==> src/rtl/hdb3_pkg.sv <==
// HDB3 transmit scheduler shared definitions.
// Owner codes, idle fill bytes and FSM state encodings.
package hdb3_pkg;

    localparam logic [1:0] OWN_IDLE = 2'b00;
    localparam logic [1:0] OWN_A    = 2'b01;
    localparam logic [1:0] OWN_B    = 2'b10;

    localparam logic [7:0] IDLE_AIS  = 8'hFF;
    localparam logic [7:0] IDLE_ZERO = 8'h00;

    localparam logic [0:0] ST_STOP = 1'b0;
    localparam logic [0:0] ST_RUN  = 1'b1;

    localparam logic LAST_A = 1'b0;
    localparam logic LAST_B = 1'b1;

endpackage

==> src/rtl/rr_arb2.sv <==
// Two-requester round-robin arbiter.
// grant[0] = A, grant[1] = B; all zero when not advancing.
module rr_arb2
    import hdb3_pkg::*;
(
    input  logic       req_a,
    input  logic       req_b,
    input  logic       last_grant,
    input  logic       advance,
    output logic [1:0] grant
);

    always_comb begin
        grant = 2'b00;
        if (advance) begin
            if (req_a && req_b)
                grant = (last_grant == LAST_B) ? 2'b01 : 2'b10;
            else if (req_a)
                grant = 2'b01;
            else if (req_b)
                grant = 2'b10;
        end
    end

endmodule

==> src/rtl/hdb3_tx_sched.sv <==
// Byte-slot scheduler feeding the HDB3 encoder serial input.
// Arbitrates two byte sources, fills gaps with an idle byte.
module hdb3_tx_sched
    import hdb3_pkg::*;
#(
    parameter int IDLE_CNT_W = 16
) (
    input  logic                  clk,
    input  logic                  reset,
    input  logic                  enable,
    input  logic                  idle_sel,
    input  logic                  a_valid,
    input  logic [7:0]            a_data,
    output logic                  a_ready,
    input  logic                  b_valid,
    input  logic [7:0]            b_data,
    output logic                  b_ready,
    input  logic                  clr_idle_cnt,
    output logic                  tx_bit,
    output logic                  tx_active,
    output logic [1:0]            slot_owner,
    output logic [IDLE_CNT_W-1:0] idle_cnt
);

    logic [0:0] state;
    logic [2:0] bit_cnt;
    logic [7:0] shreg;
    logic       last_grant;
    logic [1:0] grant;
    logic       boundary;
    logic       load;
    logic       idle_load;
    logic [7:0] load_byte;

    assign boundary = (state == ST_STOP && enable)
                   || (state == ST_RUN && bit_cnt == 3'd7);
    // Reset gates the load so ready is never raised while in reset.
    assign load      = boundary & enable & ~reset;
    assign idle_load = load & ~(|grant);

    rr_arb2 u_arb (
        .req_a      (a_valid),
        .req_b      (b_valid),
        .last_grant (last_grant),
        .advance    (load),
        .grant      (grant)
    );

    assign a_ready = grant[0];
    assign b_ready = grant[1];

    always_comb begin
        load_byte = idle_sel ? IDLE_AIS : IDLE_ZERO;
        unique case (1'b1)
            grant[0]: load_byte = a_data;
            grant[1]: load_byte = b_data;
            default:  ;
        endcase
    end

    always_ff @(posedge clk) begin
        if (reset) begin
            state      <= ST_STOP;
            bit_cnt    <= 3'd7;
            shreg      <= 8'h00;
            slot_owner <= OWN_IDLE;
            last_grant <= LAST_B;
        end else if (load) begin
            state      <= ST_RUN;
            bit_cnt    <= 3'd0;
            shreg      <= load_byte;
            slot_owner <= grant;
            if (|grant)
                last_grant <= grant[1];
        end else if (boundary) begin
            // Slot finished with enable low: park with the line at zero.
            state      <= ST_STOP;
            shreg      <= 8'h00;
            slot_owner <= OWN_IDLE;
        end else if (state == ST_RUN) begin
            shreg   <= {shreg[6:0], 1'b0};
            bit_cnt <= bit_cnt + 3'd1;
        end
    end

    always_ff @(posedge clk) begin
        if (reset)
            idle_cnt <= '0;
        else if (clr_idle_cnt)
            idle_cnt <= IDLE_CNT_W'(idle_load);
        else if (idle_load && !(&idle_cnt))
            idle_cnt <= idle_cnt + IDLE_CNT_W'(1);
    end

    assign tx_bit    = shreg[7];
    assign tx_active = (state == ST_RUN);

endmodule

==> config.mk <==
export PLATFORM = sky130hd
export DESIGN_NAME = hdb3_tx_sched
export DESIGN_NICKNAME = d
export VERILOG_FILES = /design/src/rtl/hdb3_pkg.sv /design/src/rtl/rr_arb2.sv /design/src/rtl/hdb3_tx_sched.sv
export SDC_FILE = /design/constraint.sdc
export NUM_CORES = 1
export LEC_CHECK = 0
export ABC_AREA = 1
export BUFFER_PORTS_ARGS = -buffer_cell sky130_fd_sc_hd__clkbuf_2
export CORE_MARGIN = 5
export CORE_UTILIZATION = 48
export CTS_CLUSTER_SIZE = 16
export DETAILED_ROUTE_END_ITERATION = 6
export PLACE_DENSITY = 0.76
export SLEW_MARGIN = 20
export SYNTH_ARGS = -nofsm -noshare
export SYNTH_HDL_FRONTEND = slang
export SYNTH_SLANG_ARGS = --single-unit
==> constraint.sdc <==
create_clock -name clk -period 1.5 [get_ports clk]
set_input_delay 0.075 -clock clk [delete_from_list [all_inputs] [get_ports clk]]
set_output_delay 0.075 -clock clk [all_outputs]
set_load 0.01 [all_outputs]
Word-level counts from Yosys, hierarchy flattened

Cells that the tools add are included.

Register bits after elaboration: 31
Input port bits: 23
Output and inout bits: 22
Logic and storage cells: 51

Add/sub/neg operators: 2
Eq/ne operators: 2
Muxes and demuxes: 19
Bitwise logic cells: 6
Reductions and logical operators: 15

Operators with widths:

| cell                  | count |
|---|---|
| $mux 8                | 4 |
| $add 16x1->16 const B | 1 |
| $pmux 8 s2            | 1 |
| $reduce_and 16->1     | 1 |
| $mux 2                | 7 |
| $mux 3                | 3 |
| $reduce_bool 2->1     | 3 |
| $logic_and 1x1->1     | 4 |
| $mux 1                | 4 |
| $reduce_and 2->1      | 2 |
| $reduce_or 2->1       | 2 |
| $add 3x1->3 const B   | 1 |
| $and 1x1->1           | 3 |
| $eq 3x3->1 const B    | 1 |
| $not 1->1             | 3 |
| $reduce_bool 3->1     | 1 |
| $ne 2x1->1 const B    | 1 |
| $logic_not 1->1       | 1 |
| $logic_or 1x1->1      | 1 |

Depth between registers and ports, before layout

Gate-level depths: netlist of the first run.

Depth after elaboration: 12
Mapped depth: 11
Depth with buffers taken out: 11

Hierarchy

Synthesis of the first run repeated with hierarchy kept, for this count alone.

Cell total of the unflattened synthesis: 268
Area, all modules: 1796.7 µm²

By module, submodules not included:

| module        | times used | cells an instance | area an instance (µm²) | sequential area each (µm²) |
|---|---|---|---|---|
| hdb3_tx_sched | 1          | 263               | 1775.5                 | 620.6 |
| rr_arb2       | 1          | 5                 | 21.3                   | 0.0 |

Worst setup path before layout of the first run

No wires, ideal clock.

Kind: register to register
Start point: register idle_cnt[0]
End point: register idle_cnt[13]
Setup time: 0.142 ns
Arrival time: 1.485 ns
Setup slack: -0.127 ns
Cell stages (with the launch flop): 10
Path buffers: 1
Cell sequence: dfxtp_1 ha_1 nand3_1 nor3_2 nand2_2 nand2_4 inv_4 buf_6 nand2_1 a21oi_2

Word-level cells in the longest chain between the ends: 3
Elaborated cells on any way between the ends: 4
Classes of those cells: add/sub (1); reduce/logical (3)

RTL lines:

| element                                               | line                | text |
|---|---|---|
| start, declared                                       | hdb3_tx_sched.sv:22 | `output logic [IDLE_CNT_W-1:0] idle_cnt` |
| start signal, assigned                                | hdb3_tx_sched.sv:90 | `idle_cnt <= IDLE_CNT_W'(idle_load);` |
| start signal, assigned                                | hdb3_tx_sched.sv:92 | `idle_cnt <= idle_cnt + IDLE_CNT_W'(1);` |
| branches (longest 3 deep; another with $add 16x1->16) | n/a                 |  |

Several ways; the timed one is not identified.
A chain may end at the register's enable or synchronous reset.

Worst setup path in the final report of the first run

Start point: register bit_cnt[0]
End point: output port b_ready

Word-level cells in the longest chain between the ends: 6

RTL lines:

| element                  | line                | text |
|---|---|---|
| start, declared          | hdb3_tx_sched.sv:26 | `logic [2:0] bit_cnt;` |
| start signal, assigned   | hdb3_tx_sched.sv:82 | `bit_cnt <= bit_cnt + 3'd1;` |
| $eq 3x3->1               | hdb3_tx_sched.sv:36 | `\|\| (state == ST_RUN && bit_cnt == 3'd7);` |
| $logic_and 1x1->1        | hdb3_tx_sched.sv:36 |  |
| $logic_or 1x1->1         | hdb3_tx_sched.sv:36 |  |
| $and 1x1->1 (2 in a row) | hdb3_tx_sched.sv:38 | `assign load = boundary & enable & ~reset;` |
| $mux 2                   | rr_arb2.sv:15       | `if (advance) begin` |
| end, declared            | hdb3_tx_sched.sv:17 | `output logic b_ready,` |

Every way passes these cells.

==> metrics.txt, run 1 <==
status=complete, but fails checks; violated checks=setup timing; CORE AREA=0.00372 mm2; DR vias/cell=4.96; Layout Skew=6.69 ps; Hold Crit Class=input port to register; routed length per instance=~12 um; clock share of power=0.344; initial antenna violation count=0; n_diodes=0; post-synthesis adder-cell area fraction=0.0202; endpoint type of the worst setup path=output pin; RSZ-0062 raised after global routing=true; top cell type's share of synthesized area=0.333; Syn Area/Cell=6.56 um2; TritonRoute pass-1 iters=5; Multi-input gate area=0.00127 mm2; combinational share of power=0.181; Critical Path RT=1420 ps; Power Density=656 mW/mm2; NetSw=approximately 0.50 mW; Post-Synth Simple-Gate Area=0.366; Placement Cell Area=0.00239 mm2; Area Overhead vs Synth=49.1%; Die X=between 70 and 80 um; DIE AREA=0.00522 mm2; fillcell total=288; maximum clock rate=639 MHz; Startpoint Class=register; storage element area=between 600 and 700 um2; Final Setup Violations=18; crit-path cells=ha_4, ha_4, nor2_4, nor2_8, nand2_4, buf_6, inv_2, buf_6; switch share=0.275; Nets=391; CTS Buf Count=5; Reg power frac=0.475; top post-synthesis cells by area=dfxtp_1, nand2_1, nand3_1; WS Path Type=register to output pin; antenna-violating nets left=0; Clk Latency, worst-skew pair=280 ps; Compound-Gate Fraction of Synth Area=0.126; flop and latch count out of synthesis=31; layout cells sized above 1=0.413; syn nets=310; DRT iter0 DRCs=107; Yosys cell types=29; number of global-route vias before repair=1881; crit path DAT=1490 ps; final worst setup slack=-65.1 ps; synth warn=0; I/O Buffers=44; CTS tree=done; drc violations=0; WL final=5000 um; Power Internal=about 1.3 mW; cells on worst reg2reg path=10; crit path max-delay cell type=dfxtp_2; Root Buffer=clkbuf_8; xor and xnor area share after synthesis=0.0517; hold path depth=3; Worst-path clk slew=60 ps; final-report hold violation count=0; num ports=45; cells after synthesis=284; Die Ht=72.3 um; Seq/Total Area, Yosys=0.333; FP Rows=22; Final min period=~1600 ps; Initial Util=0.501; worst slew pin tran=481 ps; Max Cap Viol=0; fin. max-slew vios=0; post-synthesis mux area share=0; worst vdd ir=0.388 mV; EDFF count, synth=0; main combinational cell family by area after synthesis=simple AND/OR/NAND/NOR gates; Post-Syn Area=0.00186 mm2; RD Place Congestion=0.867; main flop type after synthesis=dfxtp_1; pre-CTS setup slack=-71.3 ps; CTS H-tree lvls=2; final global-route overflow total=0; GRT Overall Usage=0.190; via count=2054; Final HPWL DP=~3500 um; Yosys top cell by area=dfxtp_1; max_slew headroom=0.679; Clock Path Buffers=2; crit path max fanout=7; crit share post-route=1.04; Crit path largest cell delay=330 ps; cell area after layout=about 0.0028 mm2; asr flop ratio synth=0; P_leak=about 1.2 nW; largest net degree at the start of global routing=16; first-pass GRT wire length=8010 um; CTS sink cnt=31
-- power groups by stage --
stage                     Clock (mW)  Combinational (mW)  Sequential (mW)
after global routing           0.681               0.366            0.868
after floorplan                    0               0.163            0.880
after detailed placement           0               0.265            0.879
after CTS                      0.640               0.296            0.865
final                          0.627               0.329            0.864
after global placement             0               0.261            0.879
-- critical path: cells and delay by family, from the launching register on --
kind                     cells  cell delay [ps]
adder cells (fa/ha/maj)      2              310
AND/OR/NAND/NOR              3              320
buffers and inverters        3              250
flip-flops                   1              330
-- final timing paths --
kind	from	to	slack, ps
min	reset	bit_cnt[2]	80
max reg2reg	bit_cnt[0]	idle_cnt[15]	-50
max	bit_cnt[0]	b_ready	-70
min reg2reg	bit_cnt[1]	bit_cnt[1]	490
-- cells in the final DEF, fill, tap and decap left out, drive strengths merged --
master and n:
nand2 102, clkbuf 49, buf 39, inv 37, dfxtp 31, nand3 28
a21oi 26, nor2 22, xnor2 7, o22ai 5, xor2 4, o21ai 4
ha 3, clkinv 3, o211ai 2, and2 1, nor3 1, or2 1
nand4 1
-- cells in the mapped netlist, types with 2 or more instances --
library cell   n
nand3_1       26
buf_2          2
o21ai_0        4
a21oi_2       10
inv_1         34
inv_2          2
nand2_1       99
a21oi_1       16
ha_1           3
clkinv_1       2
clkbuf_1       2
nand3_2        2
buf_6          2
nand2_2        2
nor2_1        20
o211ai_1       2
xor2_1         4
dfxtp_1       31
o22ai_1        5
xnor2_1        7
-- sequential cells by signal, indices dropped and copies added, names as in the netlist --
register / flops
bit_cnt: 3
idle_cnt: 16
last_grant: 1
shreg: 8
slot_owner: 2
tx_active: 1
-- area by class of cell --
cell class,count,share of cell area
multi-input cells,207,0.459
flip-flops and latches,31,0.228
repair buffers,81,0.203
inverters,39,0.0600
clock buffers,7,0.0275
well taps,48,0.0216
clock inverters,1,0.00180
-- metrics by stage --
stage | hold slack, ps | cells | utilization | setup TNS (ps) | total power, mW
3_3_place_gp | 359 | 398 | 0.642 | -109 | 1.14
6_report | 78.7 | 414 | 0.747 | -674 | 1.82
4_1_cts | 72.6 | 412 | 0.712 | -1070 | 1.80
5_1_grt | 97.7 | 414 | 0.747 | -2710 | 1.91
2_1_floorplan | 144 | 284 | - | -22.8 | 1.04
3_5_place_dp | 364 | 398 | 0.642 | -825 | 1.14
-- cell families (layout without fill, tap and decap cells) --
family	after synthesis	after routing
xor+xnor	11	11
buf+inv	46	128
simple gates	156	156
compound gates	37	37
flops	31	31
fa+ha+maj	3	3
-- repair_timing --
item                                    4_1_cts  5_1_grt
pin swaps                                    18        6
gates resized for setup                      41       27
endpoints found under the setup margin       28       31
hold buffers                                  0        0
buffers inserted                              6        2
-- layer usage --
metal	track usage	up-vias	part of all wire	wire length [um]
met5	0	-	0	0
met4	0.0752	0	0.013	67
met2	0.296	72	0.48	2380
met3	0.0526	8	0.073	366
li1	-	1055	-	-
met1	0.248	919	0.44	2190
No activity file was read; power rests on OpenSTA's default activity.
==> run 2: changes to the inputs <==
- PLACE_DENSITY: 0.76 -> default
- PLACE_DENSITY_LB_ADDON: default -> 0.15
==> run 2 against run 1 <==
  * The flow finishes with violations (DRC, setup timing)
  * Critical path depth rose by 2
  * Fmax increased by 0.26%
  * Design area shrank 2.9%
  * Sequential share of layout area is 0.63 points higher
  * Final cell count rose by 1.2%
  * Worst hold slack worse by 6.6 ps
  * Wire length rose by 4.4%
  * Sequential power hardly changed
  * First-iteration DRC count is 33% higher
  * Global-route usage rose by 0.92 points
  * Largest cell class unchanged
  * Largest power group unchanged
  * Highest routed layer unchanged
==> metrics.txt, run 2 (synthesis gave the netlist of run 1 again) <==
final global-route overflow total=0; Root Buffer=clkbuf_8; Biggest register=idle_cnt; clock share of power=0.347; violated checks=DRC, setup timing; initial antenna violation count=0; antenna-violating nets left=0; CTS H-tree lvls=2; Area Overhead vs Synth=44.8%; Clock Path Buffers=2; RD Place Congestion=0.875; commonest non-fill, non-tap cells in the layout=nand2_1, clkbuf_2, buf_4, inv_1, dfxtp_1; Clk Latency, worst-skew pair=280 ps; DRT iter0 DRCs=around 140; Nets=396; Tot Pwr=1.84 mW; CTS sink cnt=31; NetSw=0.515 mW; n_diodes=0; fillcell total=313; combinational share of power=0.183; crit path DAT=1780 ps; largest net degree at the start of global routing=16; I/O Buffers=44; number of global-route vias before repair=1851; CTS Buf Count=5; Worst-path clk slew=70 ps; max_slew headroom=0.728; Final HPWL DP=3620 um; Crit path largest cell delay=approximately 340 ps; drc violations=2; Die Ht=72.3 um; worst slew pin tran=408 ps; crit-path cells=ha_4, ha_4, nor2_4, nor2_8, nand2_2, buf_4, nand3_4, nand2_2, nand2_1, a21oi_2; worst vdd ir=0.505 mV; fin. max-slew vios=0; critical path's top delay family=simple AND/OR/NAND/NOR gates; maximum clock rate=641 MHz; RSZ-0062 raised after global routing=true; Power Density=682 mW/mm2; hold_buf cts=0; Final min period=about 1600 ps; TritonRoute pass-1 iters=7; crit path max fanout=8; Setup TNS=-331 ps; Critical Path RT=roughly 1700 ps; WL final=5220 um; routed length per instance=12.5 um; Startpoint Class=register; num ports=45; Power Internal=1.32 mW; first-pass GRT wire length=8220 um; Die X=72.3 um; most common cell after layout, fill and taps aside=nand2_1; P_leak=1.19 nW; count of buffer and inverter cells on the critical path=1; crit share post-route=1.04; crit path max-delay cell type=dfxtp_2; CTS tree=done; final-report hold violation count=0; status=complete, but fails checks; Initial Util=0.501; biggest regs=idle_cnt x16, shreg x8, bit_cnt x3; FP Rows=22; final worst setup slack=-61.1 ps; WS Path Type=register to register; DIE AREA=0.00522 mm2; GRT Overall Usage=0.199; Reg power frac=0.470; CORE AREA=0.00372 mm2; Layout Skew=~7.3 ps; Final Setup Violations=12; via count=2058; DR vias/cell=4.91; endpoint type of the worst setup path=register; Hold Crit Class=input port to register; Max Cap Viol=0; max FFs per register=16; layout cells sized above 1=0.383; switch share=0.280
## run 2: changes by cell type in the layout (fill, tap and decap cells not counted), moves of 3 or more
cell     change
nand2_1     +13
nand2_4     -11
a21oi_1      +5
a21oi_2      -5
inv_2        +3
## run 2: metal layers
layer | part of all wire | wire [um] | up-vias | track usage
li1 | - | - | 1067 | -
met1 | 0.47 | 2460 | 922 | 0.274
met2 | 0.46 | 2380 | 61 | 0.302
met3 | 0.058 | 304 | 8 | 0.0499
met4 | 0.014 | 72 | 0 | 0.0689
met5 | 0 | 0 | - | 0
## run 2: area by class of cell
type	instances	area (um2)	share of cell area
Clock buffer	7	76.3	0.0283
Sequential cell	31	631	0.234
Inverter	39	164	0.0608
Clock inverter	1	5.00	0.00186
Multi-Input combinational cell	208	1170	0.436
Timing Repair Buffer	84	573	0.213
Tap cell	48	60.1	0.0223
Timing Repair inverter	1	11.3	0.00418
## run 2: what timing repair did
| item | CTS | global route |
|---|---|---|
| setup buffers | 4 | 4 |
| cloned | 0 | 4 |
| resized for setup | 9 | 31 |
| pin swaps | 3 | 12 |
| setup endpoints to repair | 26 | 31 |
## run 2: tightest hold or removal path, cell delays in order
cell      delay, ps
clkbuf_2        100
inv_2            80
nand3_2          80
## run 2: power by group through the flow
| stage | logic, mW | clock network (mW) | registers, mW |
|---|---|---|---|
| floorplan | 0.163 | 0 | 0.880 |
| global placement | 0.256 | 0 | 0.877 |
| detailed placement | 0.265 | 0 | 0.878 |
| CTS | 0.284 | 0.644 | 0.863 |
| global route | 0.367 | 0.690 | 0.866 |
| finish | 0.337 | 0.638 | 0.863 |
## run 2: through the flow
stage	cells	util	hold WS [ps]	setup WS (ps)	cell area, um2
finish	419	0.725	72.1	-61.1	2700
global route	419	0.725	78.2	-128	2700
CTS	411	0.678	72.5	-70.5	2520
detailed placement	399	0.641	368	-56.7	2380
global placement	399	0.641	359	-2.97	2380
floorplan	284	-	144	-8.43	1910
## run 2: path summary, 6_finish.rpt
path	startpoint	endpoint	cells after the start	slack, ps
worst max-delay path	bit_cnt[0]	shreg[1]	10	-60
worst min-delay path	reset	bit_cnt[2]	3	70
worst min register to register	shreg[0]	shreg[0]	2	470
worst max register to register	bit_cnt[0]	shreg[1]	10	-60
